File: src/rtl/trace_ctrl_pkg.sv
// trace_ctrl_pkg: controller state encoding shared by the capture/readout RTL
package trace_ctrl_pkg;
    typedef enum logic [2:0] {IDLE, CAPTURE, RD_ADDR, RD_WAIT, RD_HOLD} tc_state_t;
endpackage

File: src/rtl/tb_ptr_tracker.sv
// tb_ptr_tracker: newest-entry pointer, saturating entry count and oldest-entry pointer
module tb_ptr_tracker #(
    parameter int TB_SIZE = 8,
    localparam int TB_ADDR = $clog2(TB_SIZE)
) (
    input  logic               clk,
    input  logic               reset,
    input  logic               clear,
    input  logic               advance,
    output logic [TB_ADDR-1:0] cur_ptr,
    output logic [TB_ADDR:0]   entries,
    output logic [TB_ADDR-1:0] oldest
);
    localparam logic [TB_ADDR:0] FULL = (TB_ADDR + 1)'(TB_SIZE);
    always_ff @(posedge clk) begin
        if (reset || clear) begin
            cur_ptr <= '1;
            entries <= '0;
        end else if (advance) begin
            cur_ptr <= cur_ptr + 1'b1;
            entries <= (entries == FULL) ? entries : entries + 1'b1;
        end
    end
    // once the buffer has wrapped, the slot after the newest is the oldest
    assign oldest = (entries == FULL) ? cur_ptr + 1'b1 : '0;
endmodule

File: src/rtl/trace_capture_controller.sv
// trace_capture_controller: captures compressor beats into a trace RAM and replays them oldest-first
module trace_capture_controller
    import trace_ctrl_pkg::*;
#(
    parameter int N = 8,
    parameter int DATA_WIDTH = 32,
    parameter int TB_SIZE = 8,
    localparam int TB_ADDR = $clog2(TB_SIZE),
    localparam int W = DATA_WIDTH * N
) (
    input  logic               clk,
    input  logic               reset,
    input  logic               start_capture,
    input  logic               stop_capture,
    input  logic               start_readout,
    output logic               comp_tracing,
    input  logic               c_valid,
    input  logic               c_comp,
    input  logic               c_inc_tb_ptr,
    input  logic [W-1:0]       c_vector,
    output logic               tb_we,
    output logic [TB_ADDR-1:0] tb_addr,
    output logic [W-1:0]       tb_wdata,
    input  logic [W-1:0]       tb_rdata,
    output logic               rd_valid,
    input  logic               rd_ready,
    output logic [W-1:0]       rd_data,
    output logic               rd_comp,
    output logic               rd_last,
    output logic [TB_ADDR:0]   entries,
    output logic               busy
);
    typedef logic [TB_ADDR-1:0] tc_ptr_t;
    tc_state_t state, state_next;
    tc_ptr_t cur_ptr, oldest, rd_ptr, wr_ptr;
    logic [TB_SIZE-1:0] flags;
    logic clear, advance, beat, hs;

    assign clear = state == IDLE && start_capture;
    assign advance = state == CAPTURE && c_valid && c_inc_tb_ptr;
    // a non-advancing beat refines the newest entry, so it needs one to exist
    assign beat = state == CAPTURE && c_valid && (c_inc_tb_ptr || entries != '0);
    assign wr_ptr = c_inc_tb_ptr ? cur_ptr + 1'b1 : cur_ptr;
    assign hs = state == RD_HOLD && rd_ready;

    tb_ptr_tracker #(.TB_SIZE(TB_SIZE)) u_ptr (
        .clk(clk),
        .reset(reset),
        .clear(clear),
        .advance(advance),
        .cur_ptr(cur_ptr),
        .entries(entries),
        .oldest(oldest)
    );

    always_ff @(posedge clk) begin
        if (reset) state <= IDLE;
        else state <= state_next;
    end

    always_comb begin
        state_next = state;
        case (state)
            IDLE:    state_next = start_capture ? CAPTURE : (start_readout && entries != '0) ? RD_ADDR : IDLE;
            CAPTURE: state_next = stop_capture ? IDLE : CAPTURE;
            RD_ADDR: state_next = RD_WAIT;
            RD_WAIT: state_next = RD_HOLD;
            RD_HOLD: state_next = !rd_ready ? RD_HOLD : rd_last ? IDLE : RD_ADDR;
            default: state_next = IDLE;
        endcase
    end

    always_ff @(posedge clk) begin
        if (reset) begin
            comp_tracing <= 1'b1;
            busy <= 1'b0;
            rd_valid <= 1'b0;
            tb_we <= 1'b0;
            tb_addr <= '0;
            tb_wdata <= '0;
            rd_data <= '0;
            rd_comp <= 1'b0;
            rd_last <= 1'b0;
            rd_ptr <= '0;
            flags <= '0;
        end else begin
            comp_tracing <= state_next != CAPTURE;
            busy <= state_next != IDLE;
            rd_valid <= state_next == RD_HOLD;
            tb_we <= beat;
            if (clear) flags <= '0;
            if (beat) begin
                tb_addr <= wr_ptr;
                tb_wdata <= c_vector;
                flags[wr_ptr] <= c_comp;
            end
            if (state == IDLE && state_next == RD_ADDR) begin
                rd_ptr <= oldest;
                tb_addr <= oldest;
            end
            // the newest entry is always the final one replayed
            if (state == RD_WAIT) begin
                rd_data <= tb_rdata;
                rd_comp <= flags[rd_ptr];
                rd_last <= rd_ptr == cur_ptr;
            end
            if (hs) begin
                rd_last <= 1'b0;
                if (!rd_last) begin
                    rd_ptr <= rd_ptr + 1'b1;
                    tb_addr <= rd_ptr + 1'b1;
                end
            end
        end
    end
endmodule

File: config.mk
export PLATFORM = sky130hd
export DESIGN_NAME = trace_capture_controller
export DESIGN_NICKNAME = d
export VERILOG_FILES = /design/src/rtl/trace_ctrl_pkg.sv /design/src/rtl/tb_ptr_tracker.sv /design/src/rtl/trace_capture_controller.sv
export SDC_FILE = /design/constraint.sdc
export NUM_CORES = 1
export LEC_CHECK = 0
export ABC_CLOCK_PERIOD_IN_PS = 2500
export BUFFER_PORTS_ARGS = -buffer_cell sky130_fd_sc_hd__buf_2
export CAP_MARGIN = 30
export CORE_AREA = 2 2 411 413
export DETAILED_ROUTE_END_ITERATION = 8
export DIE_AREA = 0 0 413 415
export GPL_TIMING_DRIVEN = 0
export PLACE_DENSITY = 0.4
export SLEW_MARGIN = 20
export SYNTH_ARGS = -nofsm -noshare
export SYNTH_HDL_FRONTEND = slang
export SYNTH_SLANG_ARGS = --single-unit
File: constraint.sdc
create_clock -name clk -period 2.5 [get_ports clk]
set_input_delay 0.5 -clock clk [delete_from_list [all_inputs] [get_ports clk]]
set_output_delay 0.5 -clock clk [all_outputs]
set_load 0.05 [all_outputs]
# Word level (Yosys, flattened, before mapping)
# Index checks and enable logic that the tools add are counted.
# totals
regBits	542
out_inout_bits	525
word_cells	68
# classes
add_sub_neg	3
order_cmp	3
n_eq_ne	9
mux	23
bitwise_logic	1
n_reduce_logical	15
# ops
operator	n
$mux 3	10
$mux 8	3
$pmux 3 s5	1
$eq 3x2->1 const B	3
$bwmux 8	1
$logic_and 1x1->1	8
$lt 3x4->1 const B	2
$add 3x1->3 const B	2
$eq 3x3->1 const B	2
$mux 2	3
$add 4x1->4 const B	1
$eq 4x4->1 const B	1
$reduce_bool 4->1	1
$bmux 1 s3	1
$demux 1 s3	1
$eq 3x1->1 const B	1
$eq 3x3->1	1
$ge 3x1->1 const B	1
$logic_not 3->1	1
$mux 1	3
$ne 3x1->1 const B	1
$reduce_bool 3->1	1
$logic_or 1x1->1	2
$reduce_and 2->1	1
2 further kinds	2

# Longest topological paths before layout
# Gate-level depths: netlist (run 1).
# depth
ltp_word	10
mapped_depth	8
ltp_nobuf	6

# Cells and area by module
# A second synthesis (run 1) with hierarchy kept.
# unflattened
hier_cells	2399
area_unflattened_um2	18995.7
# modules_own_cells
module	n_inst	cells_per_inst	area_each_um2
trace_capture_controller	1	2358	18639.1
tb_ptr_tracker	1	41	356.6

# Least setup slack after synthesis (run 1)
# Ideal clock, no wire load.
# synth_path
kind	register -> register
from	register u_ptr.entries[0]
to	register flags[2]
t_arrival_ns	1.908
path_slack_ns	0.460
path_stages_with_launch	7
path_cell_list	dfxtp_1 > inv_1 > ha_1 > nor3b_1 > o31a_1 > o311ai_0 > a21oi_1
# synth_via
elab_chain_len	4
# synth_rtl
element	line_no	source
start, declared	tb_ptr_tracker.sv:11	output logic [TB_ADDR:0] entries,
start signal, assigned	tb_ptr_tracker.sv:21	entries <= (entries == FULL) ? entries : entries + 1'b1;
$reduce_bool 4->1	trace_capture_controller.sv:42	assign beat = state == CAPTURE && c_valid && (c_inc_tb_ptr || entries != '0);
$logic_or 1x1->1	trace_capture_controller.sv:42	
$logic_and 1x1->1	trace_capture_controller.sv:42	
$mux 8	trace_capture_controller.sv:92	if (beat) begin
end signal, assigned by index	trace_capture_controller.sv:95	flags[wr_ptr] <= c_comp;
end, declared	trace_capture_controller.sv:36	logic [TB_SIZE-1:0] flags;
# No other way between the ends.
# A chain may end at the register's enable or synchronous reset.

# Final worst setup path (run 1)
# layout_path
from	register state[2]
to	register rd_data[245]
# layout_via
elab_chain_len	1
# layout_rtl
element	line_no	source
start, declared	trace_capture_controller.sv:34	tc_state_t state, state_next;
start signal, assigned	trace_capture_controller.sv:58	else state <= state_next;
$eq 3x2->1	trace_capture_controller.sv:102	if (state == RD_WAIT) begin
end signal, assigned	trace_capture_controller.sv:103	rd_data <= tb_rdata;
end, declared	trace_capture_controller.sv:27	output logic [W-1:0] rd_data,
# No other way between the ends.

==> results of run 1 <==
==> worst reg2reg max path, cell delays in order (launching register included) <==
cell	delay (ns)
dfxtp_1	0.32
buf_2	0.23
nand3b_1	0.14
buf_4	0.16
buf_2	0.50
buf_1	0.60
nand2_1	0.12
a21oi_1	0.15
==> stage by stage <==
step | cells | power, uW
global placement | 5649 | 10930
finish | 6023 | 21860
detailed placement | 5652 | 10940
global route | 6017 | 22680
CTS | 6013 | 22290
floorplan | 2401 | 9907
==> cell type report <==
| type | count | area (um^2) | area share (%) |
|---|---|---|---|
| Antenna cell | 11 | 27.53 | 0.08579 |
| Buffer | 182 | 890.9 | 2.776 |
| Clock buffer | 95 | 2038 | 6.352 |
| Clock inverter | 29 | 431.7 | 1.345 |
| Inverter | 6 | 22.52 | 0.07019 |
| Multi-Input combinational cell | 1670 | 7433 | 23.17 |
| Sequential cell | 542 | 10850 | 33.82 |
| Tap cell | 2204 | 2758 | 8.595 |
| Timing Repair Buffer | 1284 | 7634 | 23.79 |
==> final timing paths <==
kind / startpoint / to / depth (start not counted)
worst max-delay path: state[2] / rd_data[245] / 7
worst min-delay path: tb_rdata[188] / rd_data[188] / 3
worst max register to register: state[2] / rd_data[245] / 7
worst min register to register: rd_data[209] / rd_data[209] / 2
==> routing by layer <==
| layer | up-vias | global-route usage, % |
|---|---|---|
| met4 | 38 | 3.322 |
| met2 | 860 | 24.94 |
| li1 | 10540 | - |
| met3 | 184 | 5.347 |
| met1 | 10660 | 16.90 |
| met5 | - | 0 |
==> kinds of logic after synthesis <==
group	Yosys count	synth area share (%)
multiplexers	7	0.5027
AO/OA/AOI/OAI	563	15.27
buffers and inverters	189	4.674
adder cells (fa/ha/maj)	4	0.2611
flip-flops	542	56.61
XOR/XNOR	10	0.4570
AND/OR/NAND/NOR	1086	22.22
==> state kept, by name, indices dropped and copies added, names as in the netlist <==
name           count
rd_data          256
tb_addr            3
tb_wdata         256
state              3
u_ptr.cur_ptr      3
tb_we              1
comp_tracing       1
flags              8
u_ptr.entries      4
rd_last            1
busy               1
rd_comp            1
rd_valid           1
rd_ptr             3
==> layout by cell type (no fill, tap or decap), types with 5 or more instances in the layout <==
cell type / instances
clkbuf_1: 80
nand4_1: 9
inv_1: 6
nand3_1: 5
clkbuf_8: 15
o311ai_0: 8
clkinv_16: 5
a21oi_1: 527
clkbuf_2: 8
buf_4: 32
dfxtp_1: 542
bufinv_16: 5
xor2_1: 6
buf_2: 1115
nor2_1: 8
nand2_1: 1032
clkinv_2: 13
dlygate4sd3_1: 233
clkbuf_16: 72
diode_2: 11
==> where the power goes <==
| part | internal [uW] | switching (uW) |
|---|---|---|
| combinational | 786 | 1400 |
| clock | 6330 | 4500 |
| sequential | 8770 | 72.1 |
==> repair_timing <==
item                                    CTS  global route
setup buffers                             4             0
hold endpoints to repair                234             0
endpoints found under the setup margin  222           104
resized for setup                         9             4
hold buffers                            233             0
==> run_results.csv, run 1 <==
group,metric,value,unit
critical_path,cp.required,3.07,ns
routing,dr.pass1.iters,5,
timing,drv_slew,0,
synthesis,synth_ff_type,"dfxtp_1",
timing,timing.hold.ws,0.08056,ns
critical_path,crit_arrival,2.89,ns
timing,tightest_slew,0.9542,ns
routing,ant_nets,0,
synthesis,synthCells,2401,
timing,setup-violations-final,0,
synthesis,yosysWarnings,0,
timing,timing.final.hold_violations,0,
critical_path,worstSetupPathType,"flop to flop",
global_routing,grt_antenna_before_repair,55,
synthesis,synth-seq-cells,542,
synthesis,synth_commonest_cells,"1,032 x nand2_1, 542 x dfxtp_1, 527 x a21oi_1",
finish,area_growth,67.41,%
timing,post-route-period-util,92.76,%
global_routing,grt_pass1_vias,21600,
cts,tritoncts,"built",
critical_path,cp_top_family,"buffers and inverters",
synthesis,syn_area,19170,um^2
run,drv_cap,0,
synthesis,syn_nets,2926,
global_routing,grt_overflow,0,
place,port_buffers,1044,
cts,clock_latency,0.68,ns
critical_path,cp_slowest_cell,"buf_1",
die,row_count,150,
timing,tns,0,ns
critical_path,critPathMaxStageDelay,0.58,ns
synthesis,synth_largest_area_cell,"dfxtp_1",
power_and_ir_drop,ir_worst_vdd,442.2,uV
timing,finalCriticalPeriod,2.319,ns
critical_path,path_cells,"buf_2 -> nand3b_1 -> buf_4 -> buf_2 -> buf_1 -> nand2_1 -> a21oi_1",
global_routing,grt_pass1_wl,172900,um
power_and_ir_drop,power_leakage,0.01354,uW
place,placed_cell_area,27190,um^2
synthesis,yosysUniqueCellTypes,56,
cts,numCtsBuffers,72,
synthesis,synth_top_area_share,56.61,%
die,die_h,415,um
finish,final_area,32090,um^2
synthesis,ys_seq_area_share,56.61,%
routing,top_layer,"met5",
cts,root_buffer,"clkbuf_16",
die,fp.coreArea,166700,um^2
routing,wl_met1,51520,um
synthesis,synth_edf_count,0,
critical_path,rrSetupSlack,0.18,ns
timing,fin_skew,0.03860,ns
place,hpwl,108500,um
routing,wirelength,130100,um
power_and_ir_drop,powerDensity,681.3,nW/um^2
synthesis,ys_async_sr_fraction,0,%
die,die_x,413,um
die,top_level_ports,1046,
finish,drive_gt1_share,33.80,%
place,pre_cts_ws,-0.7274,ns
critical_path,startpoint_type,"flop",
routing,drt_iter0_drc,1250,
routing,wl_per_cell,21.60,um
routing,met3_length,12290,um
run_status,status,"finished, final reports clean",
routing,via_count,22280,
synthesis,synth_area_leaders,"dfxtp_1 57%, nand2_1 20%, a21oi_1 14%",
cts,htreeDepth,3,
finish,fin_util,19.25,%
finish,n_fill_cell,19080,
critical_path,critPathMaxFanout,11,
global_routing,grt_max_degree,13,
critical_path,crit_buf_inv,4,
finish,nets,4283,
routing,vias_per_cell,3.699,
critical_path,cp_common_cell,"buf_2",
critical_path,end_kind,"flop",
global_routing,track_usage,14.48,%
timing,rsz0062_at_grt,"no",
place,gp_congestion,0.9020,
hold_path,hold_class,"input pin to flop",
synthesis,post_synth.cell_area_avg,7.982,um^2
routing,drc,0,
cts,cts_sinks,542,
die,initial_core_util,11.50,%
timing,worst_slack,0.1810,ns
routing,met2_length,63450,um
die,die_area,171400,um^2
cts,clkTransAtPathRegs,0.06,ns
timing,slew_headroom,36.39,%
timing,fmaxAchievable,0.4312,GHz
cts,cts_max_path_buffers,3,
synthesis,yosysMostFrequentCell,"nand2_1",
No activity file was read; power rests on OpenSTA's default activity.
==> run 2, diff against run 1 <==
--- a/config.mk
+++ b/config.mk
@@ -5,14 +5,14 @@
 export SDC_FILE = /design/constraint.sdc
 export NUM_CORES = 1
 export LEC_CHECK = 0
-export ABC_CLOCK_PERIOD_IN_PS = 2500
+export ABC_CLOCK_PERIOD_IN_PS = 1990
 export BUFFER_PORTS_ARGS = -buffer_cell sky130_fd_sc_hd__buf_2
 export CAP_MARGIN = 30
 export CORE_AREA = 2 2 411 413
 export DETAILED_ROUTE_END_ITERATION = 8
 export DIE_AREA = 0 0 413 415
 export GPL_TIMING_DRIVEN = 0
-export PLACE_DENSITY = 0.4
+export PLACE_DENSITY = 0.41
 export SLEW_MARGIN = 20
 export SYNTH_ARGS = -nofsm -noshare
 export SYNTH_HDL_FRONTEND = slang
==> constraint.sdc (replaced) <==
create_clock -name clk -period 1.99 [get_ports clk]
set_input_delay 0.398 -clock clk [delete_from_list [all_inputs] [get_ports clk]]
set_output_delay 0.398 -clock clk [all_outputs]
set_load 0.05 [all_outputs]
==> run 2 against run 1 <==
  * The flow now finishes with violations (setup timing)
  * Fmax is 13% higher
  * Via count grew 7.8%
  * Power up 30%
  * Final cell count grew 4.6%
  * Critical path depth increased by 3
  * Clock skew is 0.0074 ns higher
  * Clock-buffer cell count decreased by 4
  * Critical path type unchanged
  * Largest power group unchanged
==> run_results.csv, run 2 (synthesis results as in run 1) <==
group,metric,value,unit
timing,timing.final.hold_violations,0,
critical_path,r2r-start,"u_ptr.entries[0]",
global_routing,grt_pass1_vias,23500,
finish,most-common-layout-cells,"1,082 x buf_2, 899 x nand2_1, 539 x dfxtp_1",
hold_path,hold_class,"input pin to flop",
power_and_ir_drop,power.clock.fraction,48.5,%
timing,setup-violations-final,55,
die,die_area,171400,um^2
place,pre_cts_ws,-1.001,ns
routing,drt_iter0_drc,1330,
finish,drive_gt1_share,40.21,%
cts,numCtsBuffers,73,
routing,ant_nets,0,
run,drv_cap,0,
global_routing,grt_pass1_wl,183600,um
routing,drc,0,
critical_path,end_kind,"flop",
power_and_ir_drop,finalPower,28500,uW
critical_path,crit_start,"u_ptr.entries[0]",
power_and_ir_drop,ir_worst_vdd,592.7,uV
timing,rsz0062_at_grt,"yes",
critical_path,crit_arrival,2.61,ns
power_and_ir_drop,intPower,20590,uW
place,dp.cells,5654,
cts,root_buffer,"clkbuf_16",
critical_path,worstSetupPathType,"flop to flop",
finish,final_common_cell,"buf_2",
timing,fin_skew,0.04604,ns
timing,tns,-1.448,ns
cts,clkTransAtPathRegs,0.06,ns
critical_path,rrSetupSlack,-0.07,ns
cts,cts_max_path_buffers,3,
place,gp_congestion,0.9356,
power_and_ir_drop,pwr-share-seq,39.1,%
routing,vias_per_cell,3.813,
critical_path,crit_path_end,"tb_wdata[177]",
global_routing,track_usage,15.23,%
routing,via_count,24020,
finish,nets,4553,
finish,reg.largest.list,"rd_data: 256 flops, tb_wdata: 256 flops, flags: 8 flops",
die,initial_core_util,11.50,%
critical_path,cp.required,2.55,ns
power_and_ir_drop,power_leakage,0.01534,uW
die,die_h,415,um
cts,clock_latency,0.67,ns
global_routing,grt_max_degree,13,
die,die_x,413,um
power_and_ir_drop,switchingPower,7915,uW
power_and_ir_drop,switching_share,27.77,%
routing,dr.pass1.iters,5,
cts,htreeDepth,3,
routing,wl_per_cell,21.95,um
run_status,failed_checks,"setup timing",
die,fp.coreArea,166700,um^2
finish,finalNonFillerCells,6301,
finish,n_fill_cell,18750,
power_and_ir_drop,powerDensity,772.4,nW/um^2
place,hpwl,110600,um
critical_path,reg2reg_depth,10,
critical_path,startpoint_type,"flop",
cts,tritoncts,"built",
critical_path,r2r_end,"tb_wdata[177]",
die,row_count,150,
timing,post-route-period-util,103.3,%
power_and_ir_drop,combPwrFrac,12.4,%
critical_path,critPathMaxFanout,5,
timing,fmaxAchievable,0.4864,GHz
run_status,status,"finished with violations",
finish,area_growth,92.52,%
routing,wirelength,138300,um
timing,drv_slew,0,
global_routing,grt_antenna_before_repair,34,
cts,cts_sinks,542,
timing,tightest_slew,0.9319,ns
global_routing,grt_overflow,0,
timing,worst_slack,-0.06580,ns
die,top_level_ports,1046,
timing,slew_headroom,37.87,%
place,port_buffers,1044,
timing,finalCriticalPeriod,2.056,ns
## run 2: power groups by stage
stage	combinational, uW	clock (uW)	sequential [uW]
5_1_grt	3710	14600	11200
4_1_cts	3360	14300	11100
3_5_place_dp	2370	0	11300
6_report	3530	13800	11100
3_3_place_gp	2370	0	11300
2_1_floorplan	544	0	11900
## run 2: timing repair
| action | 4_1_cts | 5_1_grt |
|---|---|---|
| hold endpoints to repair | 458 | 0 |
| pin swaps | 62 | 211 |
| setup endpoints to repair | 518 | 480 |
| hold buffers | 457 | 0 |
| gates resized for setup | 143 | 425 |
| cloned | 14 | 8 |
| setup buffers | 28 | 14 |
## run 2: cell type report
class,instances,area (um^2),area share (%)
sequential,542,10850,29.42
timing repair buffer,1557,10710,29.03
multi-input combinational,1670,8768,23.76
tap,2204,2758,7.473
clock buffer,91,2016,5.463
buffer,178,1249,3.384
clock inverter,40,486.7,1.319
antenna,13,32.53,0.08816
inverter,6,22.52,0.06104
## run 2: worst min-delay path by stage
stage / from / end / slack, ns / cells after the start
after floorplan: flags[6] / flags[6] / 0.46 / 2
after global placement: tb_wdata[222] / tb_wdata[222] / 0.44 / 2
after detailed placement: rd_data[117] / rd_data[117] / 0.44 / 2
after CTS: tb_rdata[203] / rd_data[203] / 0.002 / 3
after global routing: c_vector[92] / tb_wdata[92] / 0.002 / 3
final: c_vector[137] / tb_wdata[137] / 0.05 / 3
## run 2: metal layers
layer  vias up  GRT usage [%]  routed length, um
met5         -              0                 78
met4        14          5.572               5158
met3       200          4.581              11170
met2       962          25.80              66770
met1     11730          17.98              55130
li1      11120              -                  -
## run 2: worst max-delay path, stage by stage (launching register included)
cell       delay, ns
dfxtp_2         0.32
inv_2           0.07
ha_4            0.15
or3b_4          0.40
o21ai_4         0.24
buf_12          0.18
buf_8           0.12
buf_12          0.12
clkbuf_16       0.15
nand2_1         0.05
a21oi_1         0.13
## run 2: stage by stage
| step | instance area, um^2 | utilization (%) | hold slack [ns] |
|---|---|---|---|
| global route | 36880 | 22.13 | 0.002070 |
| finish | 36900 | 22.14 | 0.05386 |
| CTS | 35430 | 21.26 | 0.002202 |
| global placement | 27150 | 16.29 | 0.4392 |
| detailed placement | 27220 | 16.33 | 0.4441 |
| floorplan | 19170 | - | 0.4638 |
